### src/rtl/instr_pack.sv
// rtl/instr_pack.sv - shared FSM type and defaults for the data-memory responder
package instr_pack;

  localparam int DMEM_ADDR_W_DEF = 8;
  localparam int DMEM_RD_LAT_DEF = 2;

  typedef enum logic [1:0] {
    IDLE    = 2'd0,
    RD_WAIT = 2'd1,
    RD_DONE = 2'd2
  } dmem_state_e;

  // Number of RD_WAIT cycles for a load; one more when the write buffer must drain first.
  function automatic logic [2:0] rd_wait_cycles(input int rd_lat, input logic drain_first);
    return 3'(rd_lat - 1) + 3'(drain_first);
  endfunction

endpackage

### src/rtl/dmem_array.sv
// rtl/dmem_array.sv - single-port byte array with an RD_LAT-cycle registered read
module dmem_array
  import instr_pack::*;
#(
  parameter int ADDR_W = DMEM_ADDR_W_DEF,
  parameter int RD_LAT = DMEM_RD_LAT_DEF
) (
  input  logic              clk,
  input  logic              en_i,
  input  logic              we_i,
  input  logic [ADDR_W-1:0] addr_i,
  input  logic [7:0]        wdata_i,
  output logic [7:0]        rdata_o
);

  localparam int DEPTH = 1 << ADDR_W;

  logic [7:0] mem_q  [DEPTH];
  logic [7:0] pipe_q [RD_LAT];

  // Write port; array contents intentionally survive reset.
  always_ff @(posedge clk) begin
    if (en_i && we_i) begin
      mem_q[addr_i] <= wdata_i;
    end
  end

  // Read pipeline: stage 0 samples the array, later stages stretch it to RD_LAT cycles.
  always_ff @(posedge clk) begin
    if (en_i && !we_i) begin
      pipe_q[0] <= mem_q[addr_i];
    end
    for (int i = 1; i < RD_LAT; i++) begin
      pipe_q[i] <= pipe_q[i-1];
    end
  end

  assign rdata_o = pipe_q[RD_LAT-1];

endmodule

### src/rtl/dmem_responder.sv
// rtl/dmem_responder.sv - load/store responder with one-entry write buffer; DMEM_STORE_FWD_EN enables store-to-load forwarding
module dmem_responder
  import instr_pack::*;
#(
  parameter int ADDR_W = DMEM_ADDR_W_DEF,
  parameter int RD_LAT = DMEM_RD_LAT_DEF
) (
  input  logic              clk,
  input  logic              rst,
  input  logic              loadEn,
  input  logic              storEn,
  input  logic [ADDR_W-1:0] addr,
  input  logic [7:0]        storData,
  output logic [7:0]        loadData,
  output logic              ack,
  output logic              busy,
  output logic              err
);

  dmem_state_e       state_q, state_d;
  logic [2:0]        cnt_q, cnt_d;
  logic [ADDR_W-1:0] addr_q, addr_d;
  logic              rd_pend_q, rd_pend_d;
  logic              fwd_q, fwd_d;
  logic [7:0]        fwd_data_q, fwd_data_d;
  logic              wb_valid_q, wb_valid_d;
  logic [ADDR_W-1:0] wb_addr_q, wb_addr_d;
  logic [7:0]        wb_data_q, wb_data_d;
  logic              st_ack_q, st_ack_d;
  logic              err_q, err_d;
  logic [7:0]        load_data_q, load_data_d;

  logic              req_acc, st_acc, ld_acc, fwd_hit, drain, rd_now, rd_late;
  logic [2:0]        wait_n;
  logic              arr_en, arr_we;
  logic [ADDR_W-1:0] arr_addr;
  logic [7:0]        arr_rdata, done_data;

`ifdef DMEM_STORE_FWD_EN
  assign fwd_hit = wb_valid_q && (addr == wb_addr_q);
`else
  assign fwd_hit = 1'b0;
`endif

  // A simultaneous load+store is treated as a store only.
  assign req_acc = (loadEn || storEn) && (state_q == IDLE);
  assign st_acc  = req_acc && storEn;
  assign ld_acc  = req_acc && loadEn && !storEn;

  // The buffer drains whenever the port is free; a non-forwarded load hitting a full
  // buffer drains at acceptance and issues its read one cycle later.
  assign drain   = wb_valid_q && ((state_q == RD_DONE) ||
                                  ((state_q == IDLE) && !(ld_acc && fwd_hit)));
  assign rd_now  = ld_acc && !fwd_hit && !wb_valid_q;
  assign rd_late = (state_q == RD_WAIT) && rd_pend_q;
  assign wait_n  = rd_wait_cycles(RD_LAT, wb_valid_q);

  assign arr_en   = drain || rd_now || rd_late;
  assign arr_we   = drain;
  assign arr_addr = drain ? wb_addr_q : (rd_late ? addr_q : addr);

  dmem_array #(
    .ADDR_W (ADDR_W),
    .RD_LAT (RD_LAT)
  ) u_array (
    .clk     (clk),
    .en_i    (arr_en),
    .we_i    (arr_we),
    .addr_i  (arr_addr),
    .wdata_i (wb_data_q),
    .rdata_o (arr_rdata)
  );

  assign done_data = fwd_q ? fwd_data_q : arr_rdata;
  assign loadData  = (state_q == RD_DONE) ? done_data : load_data_q;
  assign ack       = st_ack_q || (state_q == RD_DONE);
  assign busy      = (state_q != IDLE);
  assign err       = err_q;

  // Next-state logic for the FSM, write buffer and sticky error.
  always_comb begin
    state_d     = state_q;
    cnt_d       = cnt_q;
    addr_d      = addr_q;
    rd_pend_d   = rd_pend_q;
    fwd_d       = fwd_q;
    fwd_data_d  = fwd_data_q;
    wb_valid_d  = wb_valid_q;
    wb_addr_d   = wb_addr_q;
    wb_data_d   = wb_data_q;
    st_ack_d    = st_acc;
    err_d       = err_q;
    load_data_d = load_data_q;

    if (drain) begin
      wb_valid_d = 1'b0;
    end
    if (st_acc) begin
      wb_valid_d = 1'b1;
      wb_addr_d  = addr;
      wb_data_d  = storData;
      if (loadEn) begin
        err_d = 1'b1;
      end
    end

    case (state_q)
      IDLE: begin
        if (ld_acc) begin
          addr_d     = addr;
          fwd_d      = fwd_hit;
          fwd_data_d = wb_data_q;
          rd_pend_d  = wb_valid_q && !fwd_hit;
          cnt_d      = wait_n;
          if (fwd_hit || (wait_n == 3'd0)) begin
            state_d = RD_DONE;
          end else begin
            state_d = RD_WAIT;
          end
        end
      end
      RD_WAIT: begin
        rd_pend_d = 1'b0;
        if (cnt_q <= 3'd1) begin
          state_d = RD_DONE;
        end else begin
          cnt_d = cnt_q - 3'd1;
        end
      end
      RD_DONE: begin
        load_data_d = done_data;
        fwd_d       = 1'b0;
        state_d     = IDLE;
      end
      default: begin
        state_d = IDLE;
      end
    endcase
  end

  // State registers; reset aborts any load and discards the buffered store.
  always_ff @(posedge clk or posedge rst) begin
    if (rst) begin
      state_q     <= IDLE;
      cnt_q       <= 3'd0;
      addr_q      <= '0;
      rd_pend_q   <= 1'b0;
      fwd_q       <= 1'b0;
      fwd_data_q  <= 8'd0;
      wb_valid_q  <= 1'b0;
      wb_addr_q   <= '0;
      wb_data_q   <= 8'd0;
      st_ack_q    <= 1'b0;
      err_q       <= 1'b0;
      load_data_q <= 8'd0;
    end else begin
      state_q     <= state_d;
      cnt_q       <= cnt_d;
      addr_q      <= addr_d;
      rd_pend_q   <= rd_pend_d;
      fwd_q       <= fwd_d;
      fwd_data_q  <= fwd_data_d;
      wb_valid_q  <= wb_valid_d;
      wb_addr_q   <= wb_addr_d;
      wb_data_q   <= wb_data_d;
      st_ack_q    <= st_ack_d;
      err_q       <= err_d;
      load_data_q <= load_data_d;
    end
  end

endmodule
### config.mk
export PLATFORM = sky130hd
export DESIGN_NAME = dmem_responder
export DESIGN_NICKNAME = d
export VERILOG_FILES = /design/src/rtl/instr_pack.sv /design/src/rtl/dmem_array.sv /design/src/rtl/dmem_responder.sv
export SDC_FILE = /design/constraint.sdc
export NUM_CORES = 2
export LEC_CHECK = 0
export CORE_MARGIN = 8
export CORE_UTILIZATION = 40
export CTS_CLUSTER_SIZE = 16
export DETAILED_ROUTE_END_ITERATION = 10
export PLACE_DENSITY = 0.56
export SLEW_MARGIN = 20
export SYNTH_ARGS = -nofsm -noshare
export SYNTH_HDL_FRONTEND = slang
export SYNTH_SLANG_ARGS = --single-unit
### constraint.sdc
create_clock -name clk -period 9.9 [get_ports clk]
set_input_delay 2.97 -clock clk [delete_from_list [all_inputs] [get_ports clk]]
set_output_delay 2.97 -clock clk [all_outputs]
set_load 0.01 [all_outputs]
==> results_dict.tcl <==
set metrics [dict create \
    drc 0 \
    core_area_um2 215000 \
    use_met3_pct 3.98 \
    power_density_nw_per_um2 318 \
    max_freq_ghz 0.137 \
    gp_congestion 0.837 \
    cts-root-buf "clkbuf_16" \
    met2_usage_pct 35.1 \
    rsz0062_at_grt "false" \
    slew_viol_final 0 \
    first_pass_iters 6 \
    grt_pass1_wl_mm 397 \
    drtIter0Drc 7522 \
    path_buf_inv 4 \
    synth_largest_type_area_fraction_pct 71.3 \
    netlist_area_um2 86600 \
    grt_max_degree 189 \
    die_h_um 481 \
    syn_area_per_cell_um2 15.3 \
    cts_htree_levels 4 \
    vias 57200 \
    holdCritPathClass "flop to flop" \
    tns_ns 0 \
    post-synth-top-count-cell "edfxtp_1" \
    synth_edf_count 2056 \
    final.min_clock_period_ns 7.32 \
    required_ns 10.45 \
    synth_area_leaders "edfxtp_1 (71%), o2111ai_1 (6.5%), a22oi_1 (3.3%), o221ai_1 (3.2%), a41oi_1 (2.6%)" \
    routed_wirelength_mm 274 \
    io_buffers 30 \
    hpwl_mm 147 \
    crit_chain "clkdlybuf4s50_1 > or3_4 > buf_4 > a211oi_4 > buf_4 > buf_4 > a22oi_1 > a21oi_1 > o41ai_2 > nor4b_1 > nor4_1" \
    reg2reg_slack_ns 3.54 \
    slew_headroom_pct 13.6 \
    fillCellCount 18600 \
    cap_violations 0 \
    crit_family "buffers and inverters" \
    finalPower_mw 30.5 \
    p_leak_nw 27.2 \
    track_usage_pct 22.7 \
    placed_cells_incl_taps 7979 \
    antenna_left 0 \
    crit_fanout 33 \
    synthTopCellsByCount "edfxtp_1 (2056), o2111ai_1 (640), clkbuf_1 (486)" \
    cts_hold_buf 0 \
    drive_gt1_share_pct 9.70 \
    ys_warn_count 0 \
    ys.flop_type "edfxtp_1" \
    io_pins 31 \
    final_cells 8377 \
    grt_busiest_layer "met2" \
    synthArstFlopShare_pct 1.95 \
    fin_skew_ns 0.0586 \
    yosys.cell_types.count 51 \
    cts_setup_buffers 0 \
    clkSinkCount 2105 \
    start_util_pct 40.3 \
    synth_nets 5681 \
    endpoint_kind "flop" \
    ir_drop_v 0.000269 \
    wl_per_cell_um 32.7 \
    worst_pin_slew_ns 1.30 \
    slowest_stage "nor4b_1" \
    antenna_found_initial 12 \
    clock_path_buffers 3 \
    yosysTopAreaCell "edfxtp_1" \
    seq_area_frac_synth_pct 72.7 \
    synth_seq_cells 2105 \
    cts_made_buffers 212 \
    critPathKind "input pin to flop" \
    final_nets 5378 \
    hold_viol_final 0 \
    clkLatencyLatePin_ns 0.85 \
    die_w_um 481 \
    dieArea_um2 232000 \
    setup_viol 0 \
    fin_crit_sh_pct 73.9 \
    cts_tree "built" \
    cp_data_arrival_time_ns 7.87 \
    grt_pass1_vias 54500 \
    cp_common_cell "buf_4" \
    grtUsageMet1_pct 31.8 \
    cts_resized 0 \
    grt-ovfl-total 0 \
    status "finished clean" \
    vias_per_cell 6.83 \
    rows 170 \
    clkSlewWorstSetupHoldPaths_ns 0.06 \
    area_growth_syn_to_layout_pct 11.0 \
    syn_inst 5660 \
    critPathMaxStageDelay_ns 1.05 \
    fin_util_pct 44.7 \
    startpoint_type "input pin" \
]
report_power, final:
part / switching [mW] / internal (mW) / leakage (nW)
Combinational: 8.45 / 2.59 / 5.02
Clock: 3.43 / 4.25 / 3.18
Sequential: 0.464 / 11.3 / 19.0
Total: 12.3 / 18.2 / 27.2
per-layer routing:
metal / wire length (um) / vias up
li1: - / 24000
met1: 113000 / 29600
met2: 126000 / 3169
met3: 23000 / 519
met5: 59 / -
met4: 11800 / 10
registers in the layout, summed over array words and instances, names as in the netlist:
signal and count:
addr_q 8, cnt_q 3, err 1, load_data_q 8, rd_pend_q 1, st_ack_q 1
state_q 2, u_array.mem_q 2048, u_array.pipe_q 16, wb_addr_q 8, wb_data_q 8, wb_valid_q 1
final cells by class:
class	count	area, um^2	share of cell area [%]
Timing Repair Buffer	190	1920	1.99
Antenna cell	3	7.51	0.00781
Tap cell	2838	3550	3.69
Clock buffer	277	5620	5.85
Sequential cell	2105	63000	65.5
Inverter	72	270	0.281
Multi-Input combinational cell	2776	20900	21.7
Clock inverter	116	900	0.936
final timing paths:
path / startpoint / endpoint / depth (start not counted)
setup / recovery: addr[1] / u_array.pipe_q[0][4]$_DFFE_PP_ / 11
hold / removal: u_array.pipe_q[0][5]$_DFFE_PP_ / u_array.pipe_q[0][13]$_DFF_P_ / 0
setup reg to reg: state_q[0]$_DFFE_PP0P_ / u_array.pipe_q[0][4]$_DFFE_PP_ / 11
hold reg to reg: u_array.pipe_q[0][5]$_DFFE_PP_ / u_array.pipe_q[0][13]$_DFF_P_ / 0
max in group asynchronous: rst / wb_data_q[7]$_DFFE_PP0P_ / 3
min in group asynchronous: rst / wb_data_q[5]$_DFFE_PP0P_ / 3
logic make-up (layout without fill, tap and decap cells):
kind of cell | Yosys count | count (layout) | synth area share [%]
adder cells (fa/ha/maj) | 1 | 1 | 0.0144
flip-flops | 2105 | 2105 | 72.7
other | 0 | 3 | 0
AND/OR/NAND/NOR | 754 | 754 | 4.53
multiplexers | 35 | 35 | 0.451
buffers and inverters | 779 | 655 | 3.69
AO/OA/AOI/OAI | 1986 | 1986 | 18.6
cells in the final DEF (no fill, tap or decap), types with 59 or more instances in the layout:
cell / n
buf_4: 125
nor2_1: 264
o2111ai_1: 640
nand2_1: 75
a41oi_1: 256
o41ai_1: 74
clkinv_1: 61
nand4_1: 322
clkbuf_16: 213
a22oi_1: 384
inv_1: 71
o221ai_1: 320
edfxtp_1: 2056
a21oi_1: 195
clkbuf_1: 59
through the flow:
step	cell area (um^2)	hold WS [ns]	setup WS [ns]
2_1_floorplan	86600	0.323	4.63
3_3_place_gp	89300	0.348	1.17
3_5_place_dp	89500	0.343	1.63
4_1_cts	96000	0.360	2.55
5_1_grt	96100	0.371	2.49
6_report	96100	0.364	2.58
Power figures use the tool's default switching activity.
